--- src/rtl/zephyr_core_p.sv ---
// zephyr_core_p: multicycle accumulator core (FETCH/DECODE/EXECUTE/HALT)
// driving an external single-port RAM with one-cycle read latency.
module zephyr_core_p #(
    parameter int          DW       = 8,
    parameter int          AW       = DW - 4,
    parameter int unsigned RESET_PC = 0
) (
    input  logic          CLK,
    input  logic          RESET,
    output logic [AW-1:0] RAM_ADDR,
    input  logic [DW-1:0] RAM_RDATA,
    output logic [DW-1:0] RAM_WDATA,
    output logic          RAM_WE,
    output logic [1:0]    STATE,
    output logic [AW-1:0] PC,
    output logic [DW-1:0] IR,
    output logic [DW-1:0] ACC,
    output logic          FLAG_Z,
    output logic          FLAG_C,
    output logic          HALTED
);

    typedef enum logic [1:0] {
        S_FETCH  = 2'b00,
        S_DECODE = 2'b01,
        S_EXEC   = 2'b10,
        S_HALT   = 2'b11
    } state_t;

    localparam logic [3:0] OP_LDI  = 4'h1;
    localparam logic [3:0] OP_ADD  = 4'h2;
    localparam logic [3:0] OP_SUB  = 4'h3;
    localparam logic [3:0] OP_LOAD = 4'h4;
    localparam logic [3:0] OP_ST   = 4'h5;
    localparam logic [3:0] OP_JMP  = 4'h6;
    localparam logic [3:0] OP_JZ   = 4'h7;
    localparam logic [3:0] OP_JC   = 4'h8;
    localparam logic [3:0] OP_HALT = 4'hF;

    state_t        state;
    logic [3:0]    op;
    logic [AW-1:0] opnd;
    logic [DW:0]   sum;
    logic [DW:0]   diff;
    logic [DW-1:0] acc_nx;
    logic          c_nx;
    logic          acc_we;
    logic          jump;

    assign op   = IR[DW-1:DW-4];
    assign opnd = IR[AW-1:0];
    assign sum  = {1'b0, ACC} + {1'b0, RAM_RDATA};
    // MSB of the widened difference is set exactly when ACC < M
    assign diff = {1'b0, ACC} - {1'b0, RAM_RDATA};

    assign jump = (op == OP_JMP)
                | ((op == OP_JZ) & FLAG_Z)
                | ((op == OP_JC) & FLAG_C);

    always_comb begin
        acc_we = 1'b0;
        acc_nx = ACC;
        c_nx   = FLAG_C;
        case (op)
            OP_LDI: begin
                acc_we = 1'b1;
                acc_nx = DW'(opnd);
            end
            OP_ADD: begin
                acc_we = 1'b1;
                {c_nx, acc_nx} = sum;
            end
            OP_SUB: begin
                acc_we = 1'b1;
                acc_nx = diff[DW-1:0];
                c_nx   = diff[DW];
            end
            OP_LOAD: begin
                acc_we = 1'b1;
                acc_nx = RAM_RDATA;
            end
            default: ;
        endcase
    end

    // DECODE forwards the arriving operand so M is ready in EXECUTE
    always_comb begin
        RAM_ADDR = opnd;
        unique case (state)
            S_FETCH:  RAM_ADDR = PC;
            S_DECODE: RAM_ADDR = RAM_RDATA[AW-1:0];
            default:  RAM_ADDR = opnd;
        endcase
    end

    assign RAM_WDATA = ACC;
    assign RAM_WE    = (state == S_EXEC) && (op == OP_ST);
    assign STATE     = state;
    assign HALTED    = (state == S_HALT);

    always_ff @(posedge CLK or posedge RESET) begin
        if (RESET) begin
            state  <= S_FETCH;
            PC     <= AW'(RESET_PC);
            IR     <= '0;
            ACC    <= '0;
            FLAG_Z <= 1'b0;
            FLAG_C <= 1'b0;
        end else begin
            unique case (state)
                S_FETCH: state <= S_DECODE;
                S_DECODE: begin
                    IR    <= RAM_RDATA;
                    PC    <= PC + AW'(1);
                    state <= S_EXEC;
                end
                S_EXEC: begin
                    if (acc_we) begin
                        ACC    <= acc_nx;
                        FLAG_Z <= (acc_nx == '0);
                        FLAG_C <= c_nx;
                    end
                    if (jump) PC <= opnd;
                    state <= (op == OP_HALT) ? S_HALT : S_FETCH;
                end
                S_HALT: state <= S_HALT;
            endcase
        end
    end

endmodule
--- config.mk ---
export PLATFORM = sky130hd
export DESIGN_NAME = zephyr_core_p
export DESIGN_NICKNAME = d
export VERILOG_FILES = /design/src/rtl/zephyr_core_p.sv
export SDC_FILE = /design/constraint.sdc
export NUM_CORES = 1
export LEC_CHECK = 0
export CAP_MARGIN = 15
export CORE_UTILIZATION = 52
export DETAILED_ROUTE_END_ITERATION = 12
export PLACE_DENSITY_LB_ADDON = 0.1
export SYNTH_ARGS = -nofsm -noshare
export SYNTH_HDL_FRONTEND = slang
export SYNTH_SLANG_ARGS = --single-unit
export TNS_END_PERCENT = 30
--- constraint.sdc ---
create_clock -name CLK -period 3.5 [get_ports CLK]
set_clock_uncertainty 0.1 [all_clocks]
set_input_delay 0.35 -clock CLK [delete_from_list [all_inputs] [get_ports CLK]]
set_output_delay 0.35 -clock CLK [all_outputs]
set_load 0.01 [all_outputs]
[After elaboration in Yosys (flattened, before gate mapping)]
Index checks and enable logic that the tools add are counted.
Storage, ports and cells
  bits of input ports: 10
  output and inout bits: 38
  flip-flop bits (word level): 24
Cells by class
  reduce and logical (&&, ||, !) cells: 9
  add/sub/neg operators: 3
  muxes and demuxes: 8
  bitwise logic cells: 4
  eq/ne operators: 13
Operator list (number)
  one-hot mux 8 bit (4 select lines): 1
  equality test 4 x 3 -> 1 bit, second input constant: 4
  one-hot mux 4 bit (2 select lines): 2
  adder 8 x 8 -> 9 bit: 1
  subtractor 8 x 8 -> 9 bit: 1
  equality test 4 x 2 -> 1 bit, second input constant: 2
  equality test 4 bit, second input constant: 2
  logical NOT 8 bit: 1
  one-hot mux 2 bit (4 select lines): 1
  adder 4 x 1 -> 4 bit, second input constant: 1
  equality test 2 bit, second input constant: 2
  equality test 4 x 1 -> 1 bit, second input constant: 1
  2-to-1 mux 4 bit: 1
  AND reduction 2 bit: 2
  nonzero test 2 bit: 2
  OR reduction 4 bit: 1
  AND reduction 3 bit: 1
  AND 1 bit: 2
  equality test 2 x 1 -> 1 bit, second input constant: 1
  logical NOT 2 bit: 1
  2-to-1 mux 2 bit: 1
  inequality test 2 bit, second input constant: 1
  OR 1 bit: 2
  one-hot mux 1 bit (2 select lines): 1
  other kinds (2): 2

[Logic depth before layout (Yosys ltp)]
  depth after elaboration: 6
  gate-level depth with buffers: 11
  depth with buffers taken out: 11

[Worst setup path after synthesis]
Ideal clock, no wire load.
  path type: reg2reg
  from: reg ACC[0]
  to: reg FLAG_Z
  period minus slack after synthesis: 2.520 ns
  path slack: 0.980 ns
  data arrival time: 2.328 ns
  path buffers: 0
  cell stages (with the launch flop): 12
  cells stage by stage: dfrtp_1 > inv_1 > ha_1 > inv_1 > fa_1 > a21o_1 > a211o_1 > o21ai_0 > xnor2_1 > a211oi_1 > o221ai_2 > o31ai_2
On the way
  cells in the longest elaborated chain, start to end: 3
RTL lines
  from (decl): RTL line 17  | output logic [DW-1:0] ACC,
  from (signal assigned): RTL line 119  | ACC <= acc_nx;
  subtractor 8 x 8 -> 9 bit / adder 8 x 8 -> 9 bit (equally long branches): RTL line 54, 52
  one-hot mux 8 bit (4 select lines) (*): RTL line 64  | case (op)
  logical NOT 8 bit (*): RTL line 120  | FLAG_Z <= (acc_nx == '0);
  to (signal assigned): RTL line 120
  to (decl): RTL line 18  | output logic FLAG_Z,
Every way passes the cells marked *; elsewhere a longest branch is shown, timed or not.
A chain may end at the register's enable or synchronous reset.

[Final worst setup path]
  from: in RAM_RDATA[0]
  to: reg FLAG_Z
On the way
  cells in the longest elaborated chain, start to end: 3
RTL lines
  from (decl): RTL line 11  | input logic [DW-1:0] RAM_RDATA,
  subtractor 8 x 8 -> 9 bit / adder 8 x 8 -> 9 bit (equally long branches): RTL line 54, 52
  one-hot mux 8 bit (4 select lines) (*): RTL line 64
  logical NOT 8 bit (*): RTL line 120
Marked as above.

==> impl_metrics.json <==
{
  "clkSinkCount": 24,
  "syn_to_final_growth_pct": 20.9,
  "muxShareOfSynthArea_pct": 8.92,
  "synth_nets": 292,
  "antenna_found_initial": 0,
  "synth_top_family_by_area": "compound AO/OA/AOI/OAI gates",
  "fin_crit_sh_pct": 85.1,
  "seqCellArea_um2": 601,
  "max_slew_margin_pct": 36.1,
  "synthXorXnorAreaFrac_pct": 2.70,
  "critPathMaxFanout": 6,
  "ant_nets": 0,
  "start_util_pct": 55.6,
  "synth_simple_gate_area_share_pct": 18.4,
  "crit_arrival_ns": 3.07,
  "yosys_warnings": 0,
  "drv_slew": 0,
  "stdcell_area_um2": 2750,
  "grt_pass1_vias": 1688,
  "layout_common_cells": "clkdlybuf4s50_1 (47), nand2_1 (31), dfrtp_1 (24)",
  "grt_overflow": 0,
  "drive_above_1_share_pct": 7.93,
  "synth-compound-area-share_pct": 23.6,
  "postCtsSetupBuffers": 0,
  "rows": 23,
  "die_w_um": 68.1,
  "multi_input_area_um2": 1490,
  "cts-root-buf": "clkbuf_8",
  "tns_ns": 0,
  "cts_buffer_depth": 2,
  "synth_fa_ha_area_share_pct": 11.7,
  "clock_latency_ns": 0.28,
  "drc": 0,
  "die_area_um2": 4640,
  "syn_area_per_cell_um2": 8.67,
  "io_buffers": 47,
  "synth_edf_count": 0,
  "power.density_nw_per_um2": 1010,
  "hp-start": "ACC[3]",
  "netlist_instances": 262,
  "min_path_cells": 2,
  "critPathKind": "primary input to flop",
  "dp_hpwl_mm": 4.19,
  "nets": 321,
  "cts_resized": 0,
  "synth_top_area_cell": "dfrtp_1",
  "postCtsHoldBufs": 0,
  "met1_usage_pct": 40.3,
  "reg2reg_slack_ns": 0.76,
  "critPathRequiredTime_ns": 3.59,
  "async_reset_ff_share_pct": 100,
  "min_path_type": "flop to flop",
  "n_fill_cell": 362,
  "rr_endpoint": "FLAG_Z",
  "crit_path_end_kind": "flop",
  "gp_congestion": 0.921,
  "core_um2": 4090,
  "grt_pass1_wl_mm": 8.78,
  "cts_htree_levels": 1,
  "antennaDiodeCount": 0,
  "synth_top_cell_area_share_pct": 26.4,
  "grt_usage_pct": 25.9,
  "globalRouteMet2Util_pct": 38.1,
  "ys_top_cells_by_area": "dfrtp_1 (26%), ha_1 (9.9%), nand2_1 (5.1%), mux2_2 (5.0%), o21ai_0 (4.6%)",
  "fin_crit_ns": 2.98,
  "wl_per_cell_um": 16.6,
  "wl_mm": 5.65,
  "peakVddDrop_uv": 603,
  "grt_max_degree": 25,
  "drt_pass1_iterations": 4,
  "via_per_inst": 5.94,
  "die_y_um": 68.1,
  "ys_ff_latch": 24,
  "cts_buffers": 3,
  "cts_tree": "done",
  "p_leak_nw": 1.17,
  "tightest_slew_ns": 0.957,
  "ys_types": 58,
  "r2r-start": "ACC[0]",
  "hold_end": "ACC[3]",
  "timing.fmax_mhz": 336,
  "layout_commonest_cell": "clkdlybuf4s50_1",
  "ys_seq_area_share_pct": 26.4,
  "rsz0062_at_grt": "no",
  "status": "finished, final reports clean",
  "vias": 2020,
  "startpoint_type": "primary input",
  "synthFlopType": "dfrtp_1",
  "met3_usage_pct": 2.67,
  "reg2reg_depth": 11,
  "setup_violations": 0,
  "hold_viol": 0,
  "drtIter0Drc": 150,
  "max_cap_violations": 0,
  "syn_area_um2": 2270,
  "gr-max-usage-layer": "met1",
  "top_level_ports": 48,
  "placed_cell_area_um2": 2680,
  "clkTransAtPathRegs_ns": 0.10
}
## Yosys cell counts (3+ instances only)
cell type	n
buf_4	9
clkbuf_1	11
o31ai_1	3
xnor2_1	6
nor2b_1	9
dfrtp_1	24
ha_1	18
inv_1	15
nor3b_1	3
o21ai_0	21
mux2i_1	9
o21a_1	4
nor2_1	12
and2_1	3
a21o_1	3
mux2_2	10
nand2_1	31
a21oi_1	15
nor3_1	4
## sequential cells by signal, indices dropped and copies added (netlist names)
register / flops
ACC: 8
IR: 8
PC: 4
STATE: 2
FLAG_C: 1
FLAG_Z: 1
## metal layers
metal  share of wire, %  wire, um  vias to the layer above
li1                   -         -                      993
met1                 49      2760                      955
met2                 45      2530                       68
met3                5.8       327                        4
met4               0.60        34                        0
met5                  0         0                        -
## worst max path at each step
stage                      start     end  slack [ns]  cells after the start
finish              RAM_RDATA[0]  FLAG_Z        0.52                     10
floorplan                 ACC[0]  FLAG_Z        0.98                     11
global route        RAM_RDATA[0]  FLAG_Z        0.36                     10
CTS                 RAM_RDATA[0]  FLAG_Z        0.55                     10
detailed placement  RAM_RDATA[0]  FLAG_Z        0.29                     11
global placement    RAM_RDATA[0]  FLAG_Z        0.38                     10
## stage by stage
stage               util [%]  instances  hold slack (ns)  power, mW  setup slack, ns
floorplan                  -        262            0.265       1.90            0.980
global placement        65.5        336            0.439       2.49            0.378
detailed placement      65.5        336            0.445       2.51            0.294
CTS                     67.2        340            0.470       2.78            0.546
global route            67.2        340            0.503       3.01            0.363
finish                  67.2        340            0.468       2.78            0.521
## critical path, cell delays in order
cell,delay [ns]
clkdlybuf4s50_1,0.54
ha_1,0.30
fa_1,0.38
nor3b_1,0.15
nor3_1,0.26
o21ai_0,0.14
xnor2_1,0.17
a211oi_1,0.39
o221ai_2,0.17
o31ai_2,0.22
## area by class of cell
| class | count | area share [%] |
|---|---|---|
| clock inverters | 1 | 1.09 |
| multi-input cells | 200 | 54.1 |
| clock buffers | 3 | 1.50 |
| flip-flops and latches | 24 | 21.9 |
| repair buffers | 47 | 17.1 |
| inverters | 15 | 2.05 |
| well taps | 50 | 2.28 |
## power breakdown
group	total [mW]	internal [mW]	leakage, nW	switching (mW)
Clock	0.258	0.153	0.0357	0.105
Sequential	0.748	0.412	0.288	0.336
Combinational	1.78	0.930	0.849	0.847
Total	2.78	1.50	1.17	1.29
## cell families (layout without fill, tap and decap cells)
kind of cell / Yosys count / in the layout
xor+xnor: 7 / 7
simple gates: 79 / 79
mux: 19 / 19
fa+ha+maj: 20 / 20
compound gates: 75 / 75
buf+inv: 38 / 66
flops: 24 / 24
(Power assumes the default switching activity.)
==> variant (same flow settings) <==
The parameter `DW` goes from 8 to 12.
--- a/src/rtl/zephyr_core_p.sv
+++ b/src/rtl/zephyr_core_p.sv
@@ -3,3 +3,3 @@
 module zephyr_core_p #(
-    parameter int          DW       = 8,
+    parameter int          DW       = 12,
     parameter int          AW       = DW - 4,
Interface: changed (6 resized); port bits go from 48 to 72. The function was not compared with the original's and may differ.
==> variant against the unedited design <==
  * Sequential cell count up 12
  * Register-to-register slack got worse by 540 ps
  * Sequential power up 33%
  * Final area rose by 65%
  * Worst setup slack got worse by 330 ps
  * Clock power rose by 29%
  * Total power up 65%
  * Synthesized area grew 60%
  * Non-clock buffer count up 52
  * Via count increased by 93%
  * Wire length is 110% higher
  * First-iteration DRC count grew to 2.7 times the old value
  * Largest power group unchanged
==> variant: results (changes against the unedited design) <==
| Metric | Value |
|---|---|
| Largest net degree at the start of global routing | 37 (was 25) |
| Status | complete, no violations (unchanged) |
| Met2 GRT Util | 54.3% (was 38.1%) |
| Placed cells | 609 (was 336) |
| Pwr Density | 1010 mW/mm^2 (about the same) |
| Worst slew margin | 54.8% (was 36.1%) |
| Min Hold Slack | 381 ps (was 468 ps) |
| WL met1 | 5140 um (was 2760 um) |
| Crit path from | RAM_RDATA[0] (unchanged) |
| Via count | 3891 (was 2020) |
| Drt initial violations | 410 (was 150) |
| Layout cell share with drive strength beyond 1 | 9.68% (was 7.93%) |
| Most common cell in the synthesized netlist | o21ai_0 (was nand2_1) |
| Sequential share of power | 21.6% (was 26.9%) |
| P_int | 2.30 mW (was 1.50 mW) |
| Vias in the first global route | 3581 (was 1688) |
| M3 GR Usage | 4.14% (was 2.67%) |
| Crit-path max cell delay | 450 ps (was 540 ps) |
| Max VDD drop | 0.467 mV (was 0.603 mV) |
| CTS HTree Levels | 2 (was 1) |
| Initial antenna violation count | 0 (unchanged) |
| First-pass GRT wire length | 19000 um (was 8780 um) |
| R2R Setup Slk | 220 ps (was 760 ps) |
| Multiplexer share of the synthesized area | 4.89% (was 8.92%) |
| Clk pin slew, worst setup/hold paths | 80 ps (was 100 ps) |
| DP HPWL | 9130 um (was 4190 um) |
| Highest metal used | met4 (unchanged) |
| Ranking of synthesized cells by area | dfrtp_1 (25%), ha_1 (8.6%), o21ai_0 (6.6%) (was dfrtp_1 (26%), ha_1 (9.9%), nand2_1 (5.1%)) |
| Detailed Routing Iterations Pass 1 | 5 (was 4) |
| Clock Tree Root | clkbuf_8 (unchanged) |
| Sequential area share after synthesis | 24.8% (was 26.4%) |
| Worst-skew pair later-pin latency | 300 ps (was 280 ps) |
| Place WS | -72.3 ps (was 294 ps) |
| Fin nets | 577 (was 321) |
| Met3 Wirelength | 841 um (was 327 um) |
| Post-Synth XOR/XNOR Area | 1.21% (was 2.70%) |
| CTS Buf Count | 5 (was 3) |
| Synth Area in Adders | 9.72% (was 11.7%) |
| Wire per inst | 19.5 um (was 16.6 um) |
| Crit Path Max Fanout | 4 (was 6) |
| Compound-Gate Fraction of Synth Area | 29.3% (was 23.6%) |
| Met2 routed WL | 5600 um (was 2530 um) |
| HP Class | input port to asynchronous set/reset pin (was flip-flop to flip-flop) |
| Clock Path Buffers | 2 (unchanged) |
| Placed cell area | 0.00445 mm^2 (was 0.00268 mm^2) |
| M1 GR Usage | 45.9% (was 40.3%) |
| Post-Syn Instances | 469 (was 262) |
| Tot GR Track Use | 33.6% (was 25.9%) |
| Leak pwr | 1.90 nW (was 1.17 nW) |
| Crit share post-route | 94.7% (was 85.1%) |
| IO Port Bufs | 71 (was 47) |
| Synthesized net count | 510 (was 292) |
## variant: changes by cell type in the layout (fill, tap and decap cells not counted), sizes merged, moves of 12 or more
| cell | before | now |
|---|---|---|
| o21ai | 23 | 51 |
| a21oi | 16 | 32 |
| nor3 | 4 | 16 |
| nand2 | 31 | 43 |
| buf | 0 | 28 |
| nor2 | 12 | 38 |
| dfrtp | 24 | 36 |
| inv | 15 | 29 |
| clkdlybuf4s50 | 47 | 71 |
## variant: layout make-up
| type | count | area, um^2 |
|---|---|---|
| flip-flops and latches | 36 | 901 |
| repair buffers | 99 | 921 |
| well taps | 80 | 100 |
| inverters | 28 | 105 |
| clock inverters | 2 | 13.8 |
| fillers | 603 | 2210 |
| clock buffers | 6 | 82.6 |
| multi-input cells | 366 | 2420 |
## variant: worst max-delay path: cells and delay by family
kind	cells	cell delay, ps
simple gates	1	180
fa+ha+maj	2	670
compound gates	7	1780
buf+inv	1	450
